===== config.mk =====
export PLATFORM = sky130hd
export DESIGN_NAME = uart_tx_arbiter
export DESIGN_NICKNAME = d
export VERILOG_FILES = /design/src/rtl/uart_tx_arbiter.sv
export SDC_FILE = /design/constraint.sdc
export NUM_CORES = 1
export LEC_CHECK = 0
export CAP_MARGIN = 20
export CORE_ASPECT_RATIO = 0.75
export CORE_MARGIN = 1.5
export CORE_UTILIZATION = 42
export DETAILED_ROUTE_END_ITERATION = 16
export PLACE_DENSITY = 0.91
export SYNTH_ARGS = -nofsm -noshare
export SYNTH_HDL_FRONTEND = slang
export SYNTH_SLANG_ARGS = --single-unit

===== constraint.sdc =====
create_clock -name clk -period 4.5 [get_ports clk]
set_clock_uncertainty 0.05 [all_clocks]
set_input_delay 0.45 -clock clk [delete_from_list [all_inputs] [get_ports clk]]
set_output_delay 0.45 -clock clk [all_outputs]
set_load 0.005 [all_outputs]

===== src/rtl/uart_tx_arbiter.sv =====
// uart_tx_arbiter: round-robin sharing of one UART transmitter among four
// byte sources. A granted source keeps the transmitter until its last byte.
// Optional stall eviction: define UART_ARB_TIMEOUT_EN to enable the
// TIMEOUT-based watchdog and the err pulse.
module uart_tx_arbiter #(
  parameter int unsigned TIMEOUT = 1024
) (
  input  logic        clk,
  input  logic        rst,
  input  logic [3:0]  req,
  input  logic [31:0] data,
  input  logic [3:0]  last,
  input  logic        tx_rdy,
  output logic [3:0]  ack,
  output logic        load,
  output logic [7:0]  out_port,
  output logic [1:0]  grant_id,
  output logic        busy,
  output logic        err
);

  localparam int unsigned N_REQ  = 4;
  localparam int unsigned ID_W   = 2;
  localparam int unsigned BYTE_W = 8;

  typedef enum logic [1:0] {
    S_IDLE,
    S_LOAD,
    S_WAIT_LOW,
    S_WAIT_RDY
  } state_e;

  state_e              state_q, state_d;
  logic [ID_W-1:0]     grant_id_q, grant_id_d;
  logic [ID_W-1:0]     ptr_q, ptr_d;
  logic                lst_q, lst_d;
  logic [BYTE_W-1:0]   out_port_q, out_port_d;
  logic                load_q, load_d;
  logic [N_REQ-1:0]    ack_q, ack_d;
  logic                busy_q, busy_d;

  logic [ID_W-1:0]     pick;
  logic                pick_found;
  logic [ID_W-1:0]     pick_idx;
  logic [BYTE_W-1:0]   sel_byte;

`ifdef UART_ARB_TIMEOUT_EN
  localparam int unsigned CNT_W = (TIMEOUT > 1) ? $clog2(TIMEOUT) : 1;

  logic [CNT_W-1:0]    cnt_q, cnt_d;
  logic                sent_q, sent_d;
  logic                err_q, err_d;
`else
  logic                unused_timeout;
  assign unused_timeout = ^32'(TIMEOUT);
`endif

  // Byte currently offered by the granted requester
  assign sel_byte = data[{grant_id_q, 3'b000} +: BYTE_W];

  // Round-robin search: first requester at or after ptr, modulo 4
  always_comb begin
    pick       = ptr_q;
    pick_found = 1'b0;
    pick_idx   = '0;
    for (int unsigned i = 0; i < N_REQ; i++) begin
      pick_idx = ptr_q + ID_W'(i);
      if (!pick_found && req[pick_idx]) begin
        pick       = pick_idx;
        pick_found = 1'b1;
      end
    end
  end

  // Next-state and registered-output computation
  always_comb begin
    state_d    = state_q;
    grant_id_d = grant_id_q;
    ptr_d      = ptr_q;
    lst_d      = lst_q;
    out_port_d = out_port_q;
    load_d     = 1'b0;
    ack_d      = '0;
`ifdef UART_ARB_TIMEOUT_EN
    err_d      = 1'b0;
    cnt_d      = cnt_q;
    sent_d     = sent_q;
`endif

    unique case (state_q)
      S_IDLE: begin
        if (tx_rdy && pick_found) begin
          grant_id_d = pick;
          state_d    = S_LOAD;
`ifdef UART_ARB_TIMEOUT_EN
          cnt_d      = '0;
          sent_d     = 1'b0;
`endif
        end
      end

      S_LOAD: begin
        if (req[grant_id_q]) begin
          load_d     = 1'b1;
          ack_d      = 4'b0001 << grant_id_q;
          out_port_d = sel_byte;
          lst_d      = last[grant_id_q];
          state_d    = S_WAIT_LOW;
`ifdef UART_ARB_TIMEOUT_EN
          sent_d     = 1'b1;
`endif
        end
`ifdef UART_ARB_TIMEOUT_EN
        // Stalled mid-message: evict once the budget is spent
        else if (sent_q) begin
          if (cnt_q == CNT_W'(TIMEOUT - 1)) begin
            err_d   = 1'b1;
            ptr_d   = grant_id_q + 2'd1;
            state_d = S_IDLE;
          end else begin
            cnt_d = cnt_q + 1'b1;
          end
        end
`endif
      end

      S_WAIT_LOW: begin
        if (!tx_rdy) begin
          state_d = S_WAIT_RDY;
        end
      end

      S_WAIT_RDY: begin
        if (tx_rdy) begin
          if (lst_q) begin
            ptr_d   = grant_id_q + 2'd1;
            state_d = S_IDLE;
          end else begin
            state_d = S_LOAD;
`ifdef UART_ARB_TIMEOUT_EN
            cnt_d   = '0;
`endif
          end
        end
      end

      default: begin
        state_d = S_IDLE;
      end
    endcase

    busy_d = (state_d != S_IDLE);
  end

  // State and output registers
  always_ff @(posedge clk or negedge rst) begin
    if (!rst) begin
      state_q    <= S_IDLE;
      grant_id_q <= '0;
      ptr_q      <= '0;
      lst_q      <= 1'b0;
      out_port_q <= '0;
      load_q     <= 1'b0;
      ack_q      <= '0;
      busy_q     <= 1'b0;
    end else begin
      state_q    <= state_d;
      grant_id_q <= grant_id_d;
      ptr_q      <= ptr_d;
      lst_q      <= lst_d;
      out_port_q <= out_port_d;
      load_q     <= load_d;
      ack_q      <= ack_d;
      busy_q     <= busy_d;
    end
  end

`ifdef UART_ARB_TIMEOUT_EN
  // Stall watchdog registers
  always_ff @(posedge clk or negedge rst) begin
    if (!rst) begin
      cnt_q  <= '0;
      sent_q <= 1'b0;
      err_q  <= 1'b0;
    end else begin
      cnt_q  <= cnt_d;
      sent_q <= sent_d;
      err_q  <= err_d;
    end
  end

  assign err = err_q;
`else
  assign err = 1'b0;
`endif

  assign ack      = ack_q;
  assign load     = load_q;
  assign out_port = out_port_q;
  assign grant_id = grant_id_q;
  assign busy     = busy_q;

endmodule

== Word-level counts from Yosys, hierarchy flattened ==
Index checks and enable logic that the tools add are counted.
Storage, ports and cells
  flip-flop bits (word level): 21
  input port bits: 43
  output and inout port bits: 17
  logic and storage cells: 63
Operators by class
  add/sub/neg operators: 4
  magnitude comparators: 5
  eq/ne operators: 3
  shift operators: 2
  multiplexer cells: 29
  reductions and logical operators: 12
Operators with widths (number)
  32-bit by 6-bit indexed part select with 8-bit output: 1
  2-bit by 3-bit < comparator with 1-bit output, second input constant: 5
  2-bit 2-to-1 mux: 7
  1-bit 2-to-1 mux: 13
  1-bit binary-select mux with 2-bit select: 6
  4-bit 2-to-1 mux: 2
  2-bit one-hot mux with 4 select lines: 1
  2-bit by 1-bit adder with 2-bit output, second input constant: 2
  2-bit adder, second input constant: 2
  2-bit equality test, second input constant: 2
  1-bit logical AND: 4
  2-bit AND reduction: 2
  1-bit by 2-bit left shift with 4-bit output, first input constant: 1
  1-bit logical NOT: 3
  3-bit AND reduction: 1
  2-bit by 1-bit equality test with 1-bit output, second input constant: 1
  2-bit logical NOT: 1
  2-bit nonzero test: 1

== Longest topological paths before layout ==
  depth after elaboration: 16
  mapped depth: 4
  mapped depth without buffers: 4

== Least setup slack after synthesis ==
Ideal clock, no wire load.
  path kind: flip-flop to flip-flop
  start point: register grant_id_q[0] (netlist: grant_id[0])
  end point: register lst_q
  setup time: 0.125 ns
  arrival time: 1.545 ns
  data required time: 4.325 ns
  setup slack: 2.780 ns
  cell stages (with the launch flop): 4
  path buffers: 0
  period minus slack after synthesis: 1.720 ns
  cells stage by stage: dfrtp_1 mux4_2 nand2_4 mux2_2
On the way
  cells in the longest elaborated chain, start to end: 3
  elaborated cells between the ends (all ways): 5
  classes of those cells: 4 x mux; 1 x reduce/logical
RTL lines
  from (decl): line 34  | logic [ID_W-1:0] grant_id_q, grant_id_d;
  from (signal assigned): line 168  | grant_id_q <= grant_id_d;
  1-bit binary-select mux with 2-bit select: line 103  | if (req[grant_id_q]) begin
  1-bit 2-to-1 mux (implied by the code): line 103
  2-bit AND reduction (no line)
  to (signal assigned): line 170  | lst_q <= lst_d;
  to (decl): line 36  | logic lst_q, lst_d;
Parallel ways exist; a longest one is shown, timed or not. The select of a mux whose other input is x is not followed.
A chain may end at the register's enable or synchronous reset.

== Final worst setup path ==
  start point: register grant_id_q[0] (netlist: grant_id[0])
  end point: output grant_id[0]
RTL lines
  to (decl): line 17  | output logic [1:0] grant_id,
No word-level cell between the ends.

==> implementation parameters <==
Parameter                              Value

Floorplanning
  Top-level I/O count    60
  Die Area    3110 µm²
  Chip height    slightly below 50 µm
  Site row count    16
  Core box area    2620 µm²
  Width of the chip    roughly 64 µm
  Starting density of the core    44.6%

Setup path
  Arrival time at the worst endpoint    1.74 ns
  Critical path startpoint category    flip-flop
  Required time at the worst-slack endpoint    4.00 ns
  Kind of cell adding the most delay to the critical path    flip-flops
  Slowest stage delay, CP    0.83 ns
  Number of buffers and inverters on the critical path    1
  CP Max Fanout    16
  Crit-path slowest cell    dfrtp_1
  Type of the worst setup path    flip-flop to primary output
  Endpoint kind of the worst setup timing path    primary output
  Cell Chain, Critical Path    clkdlybuf4s50_1

Timing
  Tightest slew margin relative to the limit    41.3%
  Number of pins exceeding their max-slew limit in the final report    0
  Count of endpoints failing hold in the final timing report    0
  Transition time of the tightest slew-check pin    0.877 ns
  Unrepaired setup endpoints after global routing    false
  Total negative slack    0 ns
  Setup violation total in the final timing report    0
  Period Utilization, post-route    roughly half
  Post-route setup slack    2.26 ns
  Final min period    2.24 ns
  Achievable clock frequency    446 MHz

GRT
  Wire length of the first global-routing pass    approximately 4.5 mm
  Maximum number of pins on one net before global-route repair    22
  Total routing usage reported by global routing    19.5%
  Overflow left after global routing    0
  Vias in the first global route    1028
  Initial antenna violation count    0

Synth
  Most area-consuming cells after synthesis    dfrtp_1 (45%), mux4_2 (17%), mux2_2 (9.6%), ha_1 (4.3%), mux4_1 (2.2%)
  Distinct cells, synth    30
  Syn Area/Cell    13.1 µm²
  Number of instances in the synthesized netlist    89
  Flops & latches, synth    21
  Main synth FF type    dfrtp_1
  Number of nets produced by synthesis    136
  Number of synthesized flops with an enable pin    0
  Sequential-to-total area share from yosys stat    45.0%
  Cell taking the most area after synthesis    dfrtp_1
  Asr flop ratio synth    100%
  Fraction of synthesized cell area taken by the top area cell type    45.0%
  Summed instance area of the synthesized netlist    1170 µm²
  Number of warnings printed during yosys synthesis    0

Place
  Number of I/O port buffers    58
  Global placement routability congestion    about 0.8
  Dpl hpwl    2.24 mm
  Worst slack at placement    roughly 2.2 ns

Power
  Leakage power total    0.000761 µW
  Power per Cell Area    517 nW/µm²
  Peak supply drop    222 µV

Cells and area
  Layout cell share with drive strength beyond 1    ~16%
  # diodes    0
  Area growth from synthesis to final layout    55.8%
  Commonest non-fill, non-tap cell in the layout    clkdlybuf4s50_1
  Most frequent cells in the layout    clkdlybuf4s50_1 (58), dfrtp_1 (21), mux2_2 (10)
  Area used by sequential logic in the layout    526 µm²
  Filler Cell Count    199
  Area occupied by multi-input gates    between 600 and 700 µm²
  Net total in the final layout    195

Detailed routing
  Via-to-Cell Ratio    5.34
  Detailed-route DRC error count    0
  Wirelength, routed    2.83 mm
  Final ANT Viol Nets    0
  Routed vias    977
  Violation count after the first detailed-route iteration    32
  Wire length per cell    15.5 µm
  TritonRoute pass-1 iters    4

Clock tree
  Latest clock arrival within the worst-skew pair    0.26 ns
  Number of levels in the clock H-tree    1
  Clock tree from TritonCTS    built
  Clock transition at path regs    roughly 0.08 ns
  Post-CTS Hold Fix Bufs    0
  Deepest clock path buffer count    2
  CTS Root Buffer Type    clkbuf_8
  Clock net sink count    21
  Number of buffers added by the clock tree synthesis step    3
  Number of instances resized during post-cts repair    0
  Post-CTS Setup Repair Bufs    0

Status
  Outcome    complete, no violations

Run
  Max capacitance violation total    0

Min path
  Type of the tightest min-delay check    flip-flop to flip-flop
==> registers in the layout, indices dropped and copies added (netlist names) <==
| signal | flops |
|---|---|
| state_q | 2 |
| out_port | 8 |
| ptr_q | 2 |
| grant_id | 2 |
| lst_q | 1 |
| ack | 4 |
| load | 1 |
| busy | 1 |
==> synthesized netlist by cell type, types with 2 or more instances <==
master,count
dfrtp_1,21
mux2_2,10
mux4_2,9
nand2_1,5
and3_1,4
ha_1,4
nor2b_1,4
o21ai_0,4
inv_1,3
a21oi_1,2
clkbuf_1,2
nand2b_1,2
nor2_1,2
==> per-stage QoR <==
stage	area, µm²	total power [µW]	instances	utilization [%]	hold slack (ns)
after detailed placement	1770	823	179	67.7	0.452
after global routing	1820	998	183	69.4	0.493
after floorplan	1170	605	89	-	0.104
after global placement	1770	795	179	67.7	0.440
after CTS	1820	948	183	69.4	0.470
final	1820	941	183	69.4	0.464
==> layer usage <==
metal  GRT usage, %  vias up  part of all wire (%)
li1               -      447                     -
met1           21.2      462                    35
met2           34.7       60                    54
met3           6.05        8                   9.4
met4           8.70        0                   1.9
met5              0        -                     0
==> cell type report <==
type	instances	share of cell area, %
clock inverter	1	0.275
tap	36	2.47
sequential	21	28.9
inverter	3	0.619
timing repair buffer	58	31.9
clock buffer	3	2.27
multi-input combinational	61	33.6
==> path summary, 6_finish.rpt <==
check	cells past startpoint	endpoint	slack [ns]	from
worst min register to register	1	out_port[7]	0.46	out_port[7]
min in group asynchronous	1	ack[2]	0.63	rst
worst min-delay path	1	out_port[7]	0.46	out_port[7]
max in group asynchronous	1	ptr_q[1]	3.23	rst
worst max-delay path	1	grant_id[0]	2.26	grant_id[0]
worst max register to register	3	out_port[6]	2.28	grant_id[0]
==> report_power, final <==
| group | switching (µW) | internal (µW) |
|---|---|---|
| clock | 62.4 | 61.8 |
| combinational | 141 | 297 |
| sequential | 110 | 270 |
| total | 313 | 628 |
==> cell families (layout without fill, tap and decap cells) <==
group	Yosys count	after routing	share of synthesized area (%)
simple gates	22	22	10.5
other cells	1	1	0.321
mux	21	21	30.1
compound gates	13	13	7.18
fa+ha+maj	4	4	4.28
flops	21	21	45.0
buf+inv	7	65	2.68
No activity file was read; power rests on OpenSTA's default activity.
